===== src/rtl/popcnt_pkg.sv =====
// Shared types and helpers for the pipelined population counter.
package popcnt_pkg;

    localparam int SAT_MAXW = 64;

    typedef struct packed {
        logic acc_en;
        logic last;
    } side_t;

    function automatic int cnt_width(input int depth);
        return $clog2(depth + 1);
    endfunction

    // Returns {overflow, clamped sum}; w must stay below SAT_MAXW.
    function automatic logic [SAT_MAXW:0] sat_add(
        input logic [SAT_MAXW-1:0] a,
        input logic [SAT_MAXW-1:0] b,
        input int                  w
    );
        logic [SAT_MAXW:0] s;
        logic [SAT_MAXW:0] mx;
        s  = {1'b0, a} + {1'b0, b};
        mx = ((SAT_MAXW + 1)'(1) << w) - (SAT_MAXW + 1)'(1);
        if (s > mx) return {1'b1, mx[SAT_MAXW-1:0]};
        return {1'b0, s[SAT_MAXW-1:0]};
    endfunction

endpackage


===== src/rtl/popcnt_slice.sv =====
// Combinational bit counter for one S1 slice.
module popcnt_slice #(
    parameter int W  = 16,
    parameter int OW = $clog2(W + 1)
) (
    input  logic [W-1:0]  i_bits,
    output logic [OW-1:0] o_cnt
);

    // Written as a running sum; synthesis folds it into a compressor tree.
    always_comb begin
        o_cnt = '0;
        for (int i = 0; i < W; i++) begin
            o_cnt = o_cnt + OW'(i_bits[i]);
        end
    end

endmodule


===== src/rtl/popcnt_pipe.sv =====
// 3-stage population counter with burst accumulation and backpressure.
// Define POPCNT_PARITY_EN to add the out_parity port.
module popcnt_pipe
    import popcnt_pkg::*;
#(
    parameter int DEPTH     = 63,
    parameter int SLICES    = 4,
    parameter int ACC_WIDTH = 16
) (
    input  logic                 clk,
    input  logic                 rst,
    input  logic                 in_valid,
    output logic                 in_ready,
    input  logic [DEPTH-1:0]     in_data,
    input  logic                 in_acc_en,
    input  logic                 in_last,
    output logic                 out_valid,
    input  logic                 out_ready,
    output logic [ACC_WIDTH-1:0] out_count,
    output logic                 out_sat
`ifdef POPCNT_PARITY_EN
    ,
    output logic                 out_parity
`endif
);

    localparam int CNT_W = cnt_width(DEPTH);
    localparam int SL_W  = (DEPTH + SLICES - 1) / SLICES;
    localparam int SL_CW = cnt_width(SL_W);
    localparam int PAD_W = SL_W * SLICES;

    logic                          w_adv;
    logic [PAD_W-1:0]              w_pad;
    logic [SLICES-1:0][SL_CW-1:0]  w_sl_cnt;
    logic [CNT_W-1:0]              w_s2_sum;
    logic [SAT_MAXW:0]             w_add;
    logic [ACC_WIDTH-1:0]          w_add_sum;
    logic                          w_add_ovf;
    logic                          w_unused;

    logic                          r_s1_v;
    logic [SLICES-1:0][SL_CW-1:0]  r_s1_cnt;
    side_t                         r_s1_side;
    logic                          r_s2_v;
    logic [CNT_W-1:0]              r_s2_cnt;
    side_t                         r_s2_side;
    logic [ACC_WIDTH-1:0]          r_acc;
    logic                          r_sticky;

    assign w_adv    = !out_valid || out_ready;
    assign in_ready = w_adv;

    always_comb begin
        w_pad              = '0;
        w_pad[DEPTH-1:0]   = in_data;
    end

    for (genvar s = 0; s < SLICES; s++) begin : g_slice
        popcnt_slice #(
            .W  (SL_W),
            .OW (SL_CW)
        ) u_slice (
            .i_bits (w_pad[s*SL_W +: SL_W]),
            .o_cnt  (w_sl_cnt[s])
        );
    end

    always_comb begin
        w_s2_sum = '0;
        for (int s = 0; s < SLICES; s++) begin
            w_s2_sum = w_s2_sum + CNT_W'(r_s1_cnt[s]);
        end
    end

    assign w_add     = sat_add(SAT_MAXW'(r_acc), SAT_MAXW'(r_s2_cnt), ACC_WIDTH);
    assign w_add_sum = w_add[ACC_WIDTH-1:0];
    assign w_add_ovf = w_add[SAT_MAXW];
    assign w_unused  = ^w_add[SAT_MAXW-1:ACC_WIDTH];

    always_ff @(posedge clk or posedge rst) begin
        if (rst) begin
            r_s1_v    <= 1'b0;
            r_s1_cnt  <= '0;
            r_s1_side <= '0;
            r_s2_v    <= 1'b0;
            r_s2_cnt  <= '0;
            r_s2_side <= '0;
        end else if (w_adv) begin
            r_s1_v           <= in_valid;
            r_s1_cnt         <= w_sl_cnt;
            r_s1_side.acc_en <= in_acc_en;
            r_s1_side.last   <= in_last;
            r_s2_v           <= r_s1_v;
            r_s2_cnt         <= w_s2_sum;
            r_s2_side        <= r_s1_side;
        end
    end

    // A pass-through beat leaves the accumulator alone so open bursts survive it.
    always_ff @(posedge clk or posedge rst) begin
        if (rst) begin
            out_valid <= 1'b0;
            out_count <= '0;
            out_sat   <= 1'b0;
            r_acc     <= '0;
            r_sticky  <= 1'b0;
        end else if (w_adv) begin
            out_valid <= 1'b0;
            if (r_s2_v) begin
                if (!r_s2_side.acc_en) begin
                    out_valid <= 1'b1;
                    out_count <= ACC_WIDTH'(r_s2_cnt);
                    out_sat   <= 1'b0;
                end else if (!r_s2_side.last) begin
                    r_acc    <= w_add_sum;
                    r_sticky <= r_sticky | w_add_ovf;
                end else begin
                    out_valid <= 1'b1;
                    out_count <= w_add_sum;
                    out_sat   <= r_sticky | w_add_ovf;
                    r_acc     <= '0;
                    r_sticky  <= 1'b0;
                end
            end
        end
    end

`ifdef POPCNT_PARITY_EN
    logic r_s1_par;
    logic r_s2_par;
    logic r_par_acc;

    always_ff @(posedge clk or posedge rst) begin
        if (rst) begin
            r_s1_par   <= 1'b0;
            r_s2_par   <= 1'b0;
            r_par_acc  <= 1'b0;
            out_parity <= 1'b0;
        end else if (w_adv) begin
            r_s1_par <= ^in_data;
            r_s2_par <= r_s1_par;
            if (r_s2_v) begin
                if (!r_s2_side.acc_en) begin
                    out_parity <= r_s2_par;
                end else if (!r_s2_side.last) begin
                    r_par_acc <= r_par_acc ^ r_s2_par;
                end else begin
                    out_parity <= r_par_acc ^ r_s2_par;
                    r_par_acc  <= 1'b0;
                end
            end
        end
    end
`endif

endmodule


===== config.mk =====
export PLATFORM = sky130hd
export DESIGN_NAME = popcnt_pipe
export DESIGN_NICKNAME = d
export VERILOG_FILES = /design/src/rtl/popcnt_pkg.sv /design/src/rtl/popcnt_slice.sv /design/src/rtl/popcnt_pipe.sv
export SDC_FILE = /design/constraint.sdc
export NUM_CORES = 1
export LEC_CHECK = 0
export ABC_CLOCK_PERIOD_IN_PS = 2300
export CORE_MARGIN = 2
export CORE_UTILIZATION = 49
export DETAILED_ROUTE_END_ITERATION = 8
export HOLD_SLACK_MARGIN = 0.08
export PLACE_DENSITY = 0.78
export SETUP_SLACK_MARGIN = 0.5
export SLEW_MARGIN = 15
export SYNTH_ARGS = -nofsm -noshare
export SYNTH_HDL_FRONTEND = slang
export SYNTH_SLANG_ARGS = --single-unit
export TNS_END_PERCENT = 20

===== constraint.sdc =====
create_clock -name clk -period 2.3 [get_ports clk]
set_input_delay 0.23 -clock clk [delete_from_list [all_inputs] [get_ports clk]]
set_output_delay 0.23 -clock clk [all_outputs]
set_load 0.01 [all_outputs]

==> results.txt <==
Outcome - finished, violations left
Failing checks - negative setup slack
Asr flop ratio synth - 1.00
Endpoint class of the critical path - register
Worst path bufs/invs - 2
Clock power frac - 0.098
Worst r2r src - r_s1_cnt[1]$_DFFE_PP0N_
# Max-Cap Violations - 0
Logic gate share of total power - 0.673
Core box area - 10200 sq um
Most frequent cells in the layout - 83 x inv_1, 67 x dfrtp_1, 58 x clkdlybuf4s50_1
Syn Area/Cell - 9.68 sq um
R2r endpoint - r_s2_cnt[5]$_DFFE_PP0N_
Routed via count - 4027
Root buffer cell - clkbuf_8
Internal power - 4.89 mW
Clock sinks - 67
Final Setup Violations - 32
Antenna cells - 0
Clk_skew - 0.00573 ns
Worst hold path class - in2async
WS Path Type - in2reg
Pre-CTS WS - -1.76 ns
RSZ-0062 raised after global routing - yes
P per Cell Area - 1280 nW/um^2
H-Tree Depth - 3
Initial Utilization - 0.499
Placer congestion estimate - 0.849
Seq cells post-synth - 67
Routed Antenna Nets - 0
Fin nets - 791
Avg WL per Cell - 14.1 microns
Syn nets - 678
Final WS setup - -0.990 ns
Clock transition at path regs - 0.07 ns
Max Slew Vio Count - 0
HPWL Detailed - 8510 microns
Worst-path fanout max - 2
Post-route DRC - 0
Chip Width - 106 microns
Fmax - 304 MHz
Syn Inst Count - 527
Inserted Clock Buffers - 9
Hold-fix buffers, CTS - 0
Mapped Area - 5100 sq um
Top_reg_cell synth - dfrtp_1
Crit path max-delay family - adder cells
Synth warn - 0
First-pass GRT wire length - 19200 microns
Final period util - 1.43
IO Pins - 88
Crit-path max cell delay - 0.52 ns
Worst Setup Start Kind - input port
Fin area - 6710 sq um
Layout Utilization - 0.655
Die Area - 11200 sq um
EDFF count, synth - 0
Worst-Margin Slew - 0.512 ns
Vias/cell - 5.18
Sw frac - 0.430
Clk_lat worst skew - 0.35 ns
Crit path time final - 3.29 ns
Critical Path RT - 2.58 ns
Global route overflow - 0
Sequential cell area - 1680 sq um
Critical path cell sequence - buf_6 > ha_4 > inv_2 > fa_1 > fa_1 > fa_1 > fa_1 > fa_2 > fa_2 > nor2b_1 > o211ai_1 > o21ai_1
CTS max path bufs - 2
Multi-input gate area - 3160 sq um
Crit-path slowest cell - fa_1
Depth of the worst register-to-register path - 10
Fin. Hold Viols - 0
Layout area overhead - 31.4%
DP Area - 6400 sq um
Register area share after synthesis - 0.329
Total power - 8.57 mW
DRT iter0 DRCs - 166
Leak - 3.23 nW
Vias in the first global route - 4271
CTS tree - done
Relative slew slack - 0.659
Core Rows - 37
Layout cells sized above 1 - 0.221
Tot GR Track Use - 0.213
Pre-antenna DRT Iters - 4
Critical path's most frequent cell - fa_1
VDD IR max - 0.00104 V
Port Buffers - 87
Fill cell count - 808
Yosys cell types - 55
Commonest non-fill, non-tap cell in the layout - inv_1
Reg-to-reg setup timing slack - -0.24 ns
Initial antenna violation count - 0
Die Y - 106 microns
Sequential share of power - 0.229
Psw - 3.69 mW
DRT Wirelength - 11000 microns
WP data arrival - 3.57 ns
Pin count of the biggest net entering global routing - 48
## power by group through the flow
stage	registers [mW]	logic [mW]	clock network, mW
3_3_place_gp	1.96	4.92	0
5_1_grt	2.02	6.54	0.901
6_report	1.96	5.77	0.837
2_1_floorplan	1.90	3.65	0
4_1_cts	1.96	5.66	0.853
3_5_place_dp	1.98	5.29	0
## Yosys cell counts, types with 2 or more instances
cell	count	area share
o31ai_1	2	0.0029
buf_6	4	0.0088
a32o_1	2	0.0039
nor3b_1	4	0.0059
and3_2	3	0.0044
dfrtp_1	67	0.33
nand2_1	52	0.038
xnor2_1	4	0.0069
a21oi_1	38	0.037
nand3_1	5	0.0049
and4_2	2	0.0039
a311oi_1	2	0.0034
nor2b_1	5	0.0061
nand2b_1	2	0.0025
o211ai_1	4	0.0059
a221o_1	2	0.0039
nor3_1	8	0.0078
o22a_1	3	0.0051
inv_1	103	0.076
a41o_1	2	0.0039
o21a_1	4	0.0059
fa_1	50	0.20
a21o_1	13	0.019
a41o_2	3	0.0066
xor2_1	12	0.021
nand4_1	2	0.0025
o21ai_0	33	0.032
nor2_1	22	0.016
clkbuf_8	2	0.0054
ha_1	32	0.078
clkbuf_1	12	0.0088
a31oi_1	5	0.0061
## layer usage
| layer | global-route usage | part of all wire | wire length [microns] | vias to the layer above |
|---|---|---|---|---|
| met5 | 0 | 0 | 0 | - |
| met4 | 0.0799 | 0.025 | 272 | 0 |
| met3 | 0.0349 | 0.036 | 399 | 24 |
| met2 | 0.397 | 0.55 | 6010 | 111 |
| met1 | 0.244 | 0.39 | 4320 | 1951 |
| li1 | - | - | - | 1941 |
## cell type report
| type | instances | share of cell area |
|---|---|---|
| multi-input cells | 336 | 0.471 |
| flip-flops and latches | 67 | 0.250 |
| repair buffers | 122 | 0.172 |
| inverters | 104 | 0.0582 |
| well taps | 136 | 0.0254 |
| clock buffers | 10 | 0.0205 |
| clock inverters | 3 | 0.00261 |
## cell families after synthesis
logic type,share of synthesized area
compound gates,0.164
xor+xnor,0.0275
fa+ha+maj,0.275
buf+inv,0.102
flops,0.329
simple gates,0.103
## how the worst max path moves through the flow
stage	startpoint	endpoint	depth (start not counted)
after CTS	in_data[0]	r_s1_cnt[1]$_DFFE_PP0N_	12
final	in_data[16]	r_s1_cnt[9]$_DFFE_PP0N_	12
after global placement	in_data[16]	r_s1_cnt[7]$_DFFE_PP0N_	11
after detailed placement	in_data[16]	r_s1_cnt[9]$_DFFE_PP0N_	12
after floorplan	in_data[33]	r_s1_cnt[12]$_DFFE_PP0N_	10
after global routing	in_data[32]	r_s1_cnt[14]$_DFFE_PP0N_	12
## what timing repair did
item / CTS / global route
endpoints found under the setup margin: 60 / 60
gates resized for setup: 111 / 12
pin swaps: 75 / 45
setup buffers: 1 / 1
## state kept, by name (all words and copies together), names as in the netlist
| name | cells |
|---|---|
| r_s1_cnt | 20 |
| out_count | 16 |
| r_s1_side | 2 |
| out_valid | 1 |
| r_s1_v | 1 |
| r_s2_v | 1 |
| r_sticky | 1 |
| r_acc | 16 |
| r_s2_cnt | 6 |
| out_sat | 1 |
| r_s2_side | 2 |
## worst register-to-register path: stages (launching register included)
cell and delay (ns):
dfrtp_1 0.40, fa_1 0.51, fa_1 0.55, ha_4 0.15, inv_2 0.03, fa_2 0.33
inv_1 0.06, a21o_1 0.12, a21oi_2 0.06, xnor2_1 0.13, o21ai_0 0.08
## metrics by stage
| step | setup TNS, ns | hold WS [ns] | instances |
|---|---|---|---|
| global placement | -31.22 | 0.452 | 763 |
| finish | -17.58 | 0.211 | 778 |
| floorplan | -19.95 | 0.342 | 527 |
| CTS | -19.38 | 0.214 | 777 |
| global route | -21.13 | 0.254 | 778 |
| detailed placement | -33.81 | 0.457 | 763 |
Power figures use the tool's default switching activity.
